## config.mk

```make
export PLATFORM = sky130hd
export DESIGN_NAME = pipeline_skid_buffer
export DESIGN_NICKNAME = d
export VERILOG_FILES = /design/src/rtl/pipeline_skid_buffer.sv
export SDC_FILE = /design/constraint.sdc
export NUM_CORES = 1
export LEC_CHECK = 0
export ABC_AREA = 1
export BUFFER_PORTS_ARGS = -buffer_cell sky130_fd_sc_hd__buf_2
export CELL_PAD_IN_SITES_DETAIL_PLACEMENT = 1
export CELL_PAD_IN_SITES_GLOBAL_PLACEMENT = 1
export CORE_ASPECT_RATIO = 1.1
export CORE_UTILIZATION = 39
export CTS_CLUSTER_SIZE = 12
export DETAILED_ROUTE_END_ITERATION = 6
export HOLD_SLACK_MARGIN = 0.05
export PLACE_DENSITY_LB_ADDON = 0.1
export SKIP_LAST_GASP = 1
export SYNTH_ARGS = -nofsm -noshare
export SYNTH_HDL_FRONTEND = slang
export SYNTH_SLANG_ARGS = --single-unit
```

## constraint.sdc

```tcl
create_clock -name clock -period 1.65 [get_ports clock]
set_clock_uncertainty 0.05 [all_clocks]
set_input_delay 0.33 -clock clock [delete_from_list [all_inputs] [get_ports clock]]
set_output_delay 0.33 -clock clock [all_outputs]
set_load 0.02 [all_outputs]
```

## src/rtl/pipeline_skid_buffer.sv

```systemverilog
// Two-entry elastic stage (main + skid register); 1-cycle latency, 1 word/cycle sustained.
// Backpressure: in_ready is decoded from the state flops only (low in FULL); optional flush via PIPELINE_SKID_FLUSH_EN.
module pipeline_skid_buffer #(
   parameter int          N           = 32,
   parameter logic [N-1:0] RESET_VALUE = '0
) (
   input  logic         clock,
   input  logic         reset,
   input  logic         in_valid,
   output logic         in_ready,
   input  logic [N-1:0] in_data,
   output logic         out_valid,
   input  logic         out_ready,
   output logic [N-1:0] out_data
`ifdef PIPELINE_SKID_FLUSH_EN
   ,
   input  logic         flush
`endif
);

   typedef enum logic [1:0] {
      EMPTY = 2'd0,
      BUSY  = 2'd1,
      FULL  = 2'd2
   } state_t;

   state_t         state_q, state_d;
   logic [N-1:0]   main_q, main_d;
   logic [N-1:0]   skid_q, skid_d;

   always_ff @(posedge clock or negedge reset) begin
      if (!reset) begin
         state_q <= EMPTY;
         main_q  <= RESET_VALUE;
         skid_q  <= RESET_VALUE;
      end else begin
         state_q <= state_d;
         main_q  <= main_d;
         skid_q  <= skid_d;
      end
   end

   always_comb begin
      state_d = state_q;
      main_d  = main_q;
      skid_d  = skid_q;
      case (state_q)
         EMPTY: begin
            if (in_valid) begin
               main_d  = in_data;
               state_d = BUSY;
            end
         end
         BUSY: begin
            if (in_valid && out_ready) begin
               main_d = in_data;
            end else if (in_valid) begin
               skid_d  = in_data;
               state_d = FULL;
            end else if (out_ready) begin
               state_d = EMPTY;
            end
         end
         FULL: begin
            // in_ready is low here, so in_valid is deliberately ignored
            if (out_ready) begin
               main_d  = skid_q;
               state_d = BUSY;
            end
         end
         default: state_d = EMPTY;
      endcase
`ifdef PIPELINE_SKID_FLUSH_EN
      if (flush) begin
         state_d = EMPTY;
         main_d  = RESET_VALUE;
         skid_d  = RESET_VALUE;
      end
`endif
   end

   assign in_ready  = (state_q != FULL);
   assign out_valid = (state_q != EMPTY);
   assign out_data  = main_q;

endmodule
```

==> results of run 1 <==
==> area by class of cell <==
cell class,count,share of cell area
repair buffers,87,0.133
clock buffers,11,0.0369
inverters,4,0.00392
flip-flops and latches,66,0.431
well taps,105,0.0343
clock inverters,5,0.0202
multi-input cells,304,0.341
==> cells by family after synthesis <==
family / share of synthesized area
buf+inv: 0.0581
flops: 0.526
simple gates: 0.411
compound gates: 0.00478
==> flip-flops by register name (all words and copies together), names as in the netlist <==
| name | count |
|---|---|
| state_q | 2 |
| skid_q | 32 |
| out_data | 32 |
==> Yosys cell counts <==
cell and n:
buf_6 4, nand2_1 195, inv_1 2, o21ai_0 3, nand2_2 2, nand2_4 3
dfrtp_1 66, nand3_1 96, buf_2 23, nor2_1 3, inv_2 2, buf_4 1
nor2_4 2
==> worst max path at each step <==
stage / from / to / slack (ns) / cells after the start
floorplan: state_q[1] / out_data[0] / 0.43 / 8
global placement: state_q[1] / skid_q[18] / 0.28 / 6
detailed placement: state_q[1] / skid_q[16] / 0.22 / 6
CTS: state_q[1] / in_ready / 0.05 / 2
global route: state_q[1] / in_ready / 0.01 / 2
finish: state_q[1] / in_ready / 0.08 / 2
==> worst min-delay path, cell delays in order <==
cell and delay (ns):
buf_2 0.09, nand3_1 0.07, nand2_1 0.06
==> timing repair <==
| action | CTS | global route |
|---|---|---|
| hold endpoints to repair | 66 | 0 |
| setup endpoints to repair | 0 | 0 |
| setup buffers | 0 | 0 |
| hold buffers | 1 | 0 |
==> stage by stage <==
stage | hold WS [ns] | util | setup slack, ns
floorplan | -0.0156 | - | 0.426
CTS | 0.167 | 0.502 | 0.0488
detailed placement | 0.330 | 0.472 | 0.216
global route | 0.179 | 0.502 | 0.0102
finish | 0.177 | 0.502 | 0.0772
global placement | 0.330 | 0.472 | 0.277
==> layer usage <==
metal | up-vias | track usage
li1 | 1421 | -
met1 | 1466 | 0.289
met2 | 55 | 0.384
met3 | 8 | 0.0583
met4 | 0 | 0.0656
met5 | - | 0
==> report_power, final <==
group	switching [W]	total (W)	leakage (nW)	internal, W
Clock	0.000635	0.00152	0.109	0.000888
Sequential	0.000390	0.00277	0.818	0.00238
Combinational	0.00201	0.00298	1.25	0.000977
Total	0.00303	0.00728	2.18	0.00424
==> reports/metrics.yaml, run 1 <==
clocking:
  clockRootBuffer: "clkbuf_8"
  cts-resized-gates: 0
  cts.clk_slew.worst_paths_ns: 0.07
  tritoncts: "done"
  clk_latency_ns: 0.34
  clock-sinks: 66
  ctsHtreeMaxLevel: 3
  cts_made_buffers: 9
  clk_path_buf_depth: 2
yosys:
  yosys.area.top_type: "dfrtp_1"
  synth_cells: 402
  ys_ff_latch: 66
  syn-num-nets: 438
  synth_area_leaders: "dfrtp_1, nand2_1, nand3_1"
  yosys.area.top_type_share: 0.526
  ys_types: 13
  syn_avg_cell_area_um2: 7.82
  yosys_warnings: 0
  syn_area_um2: 3140
  ys_seq_area_frac: 0.526
floorplanning:
  initial_utilization: 0.411
  die-area_um2: 8420
  core-area_um2: 7640
  die_w_um: 87.6
  rows: 33
  ios: 70
  die_y_um: 96.1
drt:
  vias: 2950
  ant_nets: 0
  drtIter0Drc: 132
  vias_per_cell: 5.07
  drt-met1-wl_mm: 3.91
  drt_first_pass_iters: 4
  met3_length_um: 291
  highest_layer: "met4"
  drc_errors: 0
  wirelength_mm: 8.57
  routed-wl-met2_mm: 4.29
  post_drt_wl_per_cell_um: 14.7
finish:
  final_cell_area_um2: 3830
  drive_gt1_frac: 0.231
  antennaDiodeCount: 0
  multi_input_area_um2: 1310
  fin_cells: 582
  layout_common_cells: "nand2_1, nand3_1, buf_2"
  seq_area_um2: 1650
  area_growth_pct: 22.0
  fillCellCount: 988
  finalNetCount: 508
  final_common_cell: "nand2_1"
power:
  cellPowerDensity_nw_per_um2: 1900
  finalPower_w: 0.00728
  ir_drop_v: 0.000701
  p_leak_nw: 2.18
timing:
  fin_crit_ns: 1.57
  finalHoldViolCount: 0
  worst_pin_slew_ns: 0.366
  post-route-period-util: 0.953
  drv_slew: 0
  max_freq_ghz: 0.636
  max-slew-margin-rel: 0.756
  rsz0062_at_grt: "no"
  final.setup.tns_ns: 0
  finalSetupViolCount: 0
setup_path:
  crit_path_start_kind: "register"
  crit_buf_inv: 1
  crit_slowest_cell: "dfrtp_1"
  reg2reg_from: "state_q[1]"
  cp_top_family: "flip-flops"
  arrival_ns: 1.19
  cpPeakStageDelay_ns: 0.44
  rrSetupSlack_ns: 0.20
  crit_path_end_kind: "output port"
  r2r-end: "skid_q[16]"
  critPathKind: "reg2out"
  reg2reg_depth: 6
  worstPathMaxFanout: 15
  crit_required_ns: 1.27
  critical_path.cell_chain: "nand2_4 -> buf_2"
global_route:
  grt-ovfl-total: 0
  grt_pass1_vias: 2995
  grt_antenna_before_repair: 0
  grt_max_degree: 67
  grt_pass1_wl_mm: 14.5
  grt_usage: 0.228
min_path:
  min_from: "in_data[9]"
  hold_depth: 3
  holdPathEnd: "skid_q[9]"
  holdCritPathClass: "in2reg"
placed_design:
  port_buffers: 69
  gp_congestion: 0.758
  dp_hpwl_mm: 5.58
  dp.cells: 565
  dpl_cell_area_um2: 3600
status:
  outcome: "completed"
job:
  drv_cap: 0
Note: power is estimated with default switching activity, not from simulation.
==> run 2: changes to the inputs <==
- clock period: 1.65 -> 1.8 ns (I/O delays scaled with it)
==> run 2 against run 1 <==
Compared with the run above:
- wire length up 1.4%
- sequential share of layout area up 0.37 points
- final area down 0.85%
- count of clock-buffer cells in the layout up 3
- hold slack better by 0.034 ns
- via count down 1.6%
- largest cell class unchanged
- highest routed layer unchanged
==> reports/metrics.yaml, run 2 (synthesized netlist as in run 1, its figures left out) <==
timing:
  final.setup.tns_ns: 0  # unchanged
  drv_slew: 0  # unchanged
  fin_crit_ns: 1.71
  max_freq_ghz: 0.586
  fin_ws_ns: 0.0928  # +0.0156 ns
  rsz0062_at_grt: "no"
  finalHoldViolCount: 0  # unchanged
  finalSetupViolCount: 0  # unchanged
  post-route-period-util: 0.948
  worst_pin_slew_ns: 0.386  # +0.0201 ns
  max-slew-margin-rel: 0.742  # -0.0137
power:
  ir_drop_v: 0.000694  # -0.89%
  p_leak_nw: 2.16  # -1.0%
  cellPowerDensity_nw_per_um2: 1720  # -9.3%
  finalPower_w: 0.00654  # -10%
  p_int_w: 0.00377  # -11%
  netSwitchingFraction: 0.424  # +0.00717
  switching_power_w: 0.00277  # -8.5%
  p_clk_frac: 0.196  # -0.013
  combinationalPowerShare: 0.416  # +0.006
  p_seq_frac: 0.388  # +0.008
drt:
  vias_per_cell: 4.99  # -1.5%
  highest_layer: "met4"
  drtIter0Drc: 135  # +2.3%
  ant_nets: 0  # unchanged
  drt-met1-wl_mm: 4.01  # +2.5%
  vias: 2902  # -1.6%
  drc_errors: 0  # unchanged
  routed-wl-met2_mm: 4.30  # +0.28%
  wirelength_mm: 8.69  # +1.4%
  drt_first_pass_iters: 5  # +1
  post_drt_wl_per_cell_um: 15.0  # +1.6%
  met3_length_um: 295  # +1.4%
clocking:
  ctsHtreeMaxLevel: 3  # unchanged
  clk_latency_ns: 0.34  # about the same
  cts_made_buffers: 9  # unchanged
  clk_path_buf_depth: 2  # unchanged
  tritoncts: "done"
  clockRootBuffer: "clkbuf_8"
  cts.clk_slew.worst_paths_ns: 0.08  # about the same
  clock-sinks: 66  # unchanged
setup_path:
  reg2reg_from: "state_q[0]"
  critPathKind: "reg2out"
  crit_required_ns: 1.39  # +0.12 ns
  worstPathMaxFanout: 21  # +6
  arrival_ns: 1.30  # +0.11 ns
  crit_path_start_kind: "register"
  cp-startpoint: "state_q[0]"
  crit_path_end_kind: "output port"
finish:
  drive_gt1_frac: 0.225  # -0.00582
  area_growth_pct: 20.9
  final_common_cell: "nand2_1"
  multi_input_area_um2: 1320  # +0.67%
  fillCellCount: 993  # +0.51%
  finalNetCount: 507  # -0.20%
  layout_common_cells: "nand2_1, nand3_1, buf_2"
  seq_area_um2: 1650  # unchanged
  antennaDiodeCount: 0  # unchanged
min_path:
  min_from: "in_data[30]"
  holdCritPathClass: "in2reg"
floorplanning:
  core-area_um2: 7640  # unchanged
  ios: 70  # unchanged
  die_y_um: 96.1  # unchanged
  initial_utilization: 0.411  # unchanged
  die_w_um: 87.6  # unchanged
  die-area_um2: 8420  # unchanged
  rows: 33  # unchanged
global_route:
  grt_max_degree: 67  # unchanged
  grt_pass1_vias: 3114  # +4.0%
  grt_usage: 0.233  # +0.00513
  grt-ovfl-total: 0  # unchanged
  grt_antenna_before_repair: 0  # unchanged
  grt_pass1_wl_mm: 14.9  # +2.5%
placed_design:
  post-place-ws_ns: 0.246  # +0.0303 ns
  port_buffers: 69  # unchanged
  dp_hpwl_mm: 5.64  # +1.1%
  gp_congestion: 0.814  # +7.4%
status:
  outcome: "completed"
job:
  drv_cap: 0  # unchanged
## run 2: changes by cell type in the layout (fill, tap and decap cells not counted), sizes merged
cell	delta
bufinv	-1
clkinvlp	-1
buf	-1
clkinv	-1
clkbuf	+3
## run 2: stage by stage
stage / utilization / instances / instance area (um2) / hold slack [ns]
6_report: 0.497 / 581 / 3800 / 0.211
5_1_grt: 0.497 / 581 / 3800 / 0.229
4_1_cts: 0.496 / 581 / 3790 / 0.212
2_1_floorplan: - / 402 / 3140 / 0.0144
3_5_place_dp: 0.469 / 564 / 3580 / 0.365
3_3_place_gp: 0.469 / 564 / 3580 / 0.362
## run 2: repair_timing
action                                 in CTS  in global routing
setup endpoints to repair                   0                  1
buffers inserted                            0                  0
hold buffers                                1                  0
endpoints found under the hold margin      66                  0
gates resized for setup                     0                  1
## run 2: layer usage
layer  global-route usage  vias to the layer above
met5                    0                        -
met4               0.0669                        0
met3               0.0463                        9
met2                0.404                       57
met1                0.295                     1412
li1                     -                     1424
## run 2: critical path, stage by stage, from the launching register on
cell and delay (ns):
dfrtp_1 0.37, inv_2 0.21, nand2_8 0.17, buf_2 0.20
## run 2: final cells by class
type / count / area share
Clock inverter: 2 / 0.00922
Clock buffer: 14 / 0.0428
Timing Repair Buffer: 86 / 0.128
Sequential cell: 66 / 0.435
Multi-Input combinational cell: 304 / 0.346
Inverter: 4 / 0.00395
Tap cell: 105 / 0.0346
## run 2: final timing paths
check / endpoint / slack [ns] / cells after the start
max reg2reg: skid_q[11] / 0.25 / 7
max in group asynchronous: out_data[31] / 0.88 / 3
max: in_ready / 0.09 / 3
min reg2reg: skid_q[17] / 0.42 / 2
min: skid_q[30] / 0.21 / 3
min in group asynchronous: out_data[8] / 0.49 / 3
## run 2: power by group through the flow
| stage | sequential (W) | combinational, W | clock (W) |
|---|---|---|---|
| 4_1_cts | 0.00254 | 0.00276 | 0.00130 |
| 3_3_place_gp | 0.00254 | 0.00266 | 0 |
| 5_1_grt | 0.00264 | 0.00308 | 0.00136 |
| 3_5_place_dp | 0.00256 | 0.00274 | 0 |
| 6_report | 0.00254 | 0.00272 | 0.00128 |
| 2_1_floorplan | 0.00294 | 0.00145 | 0 |
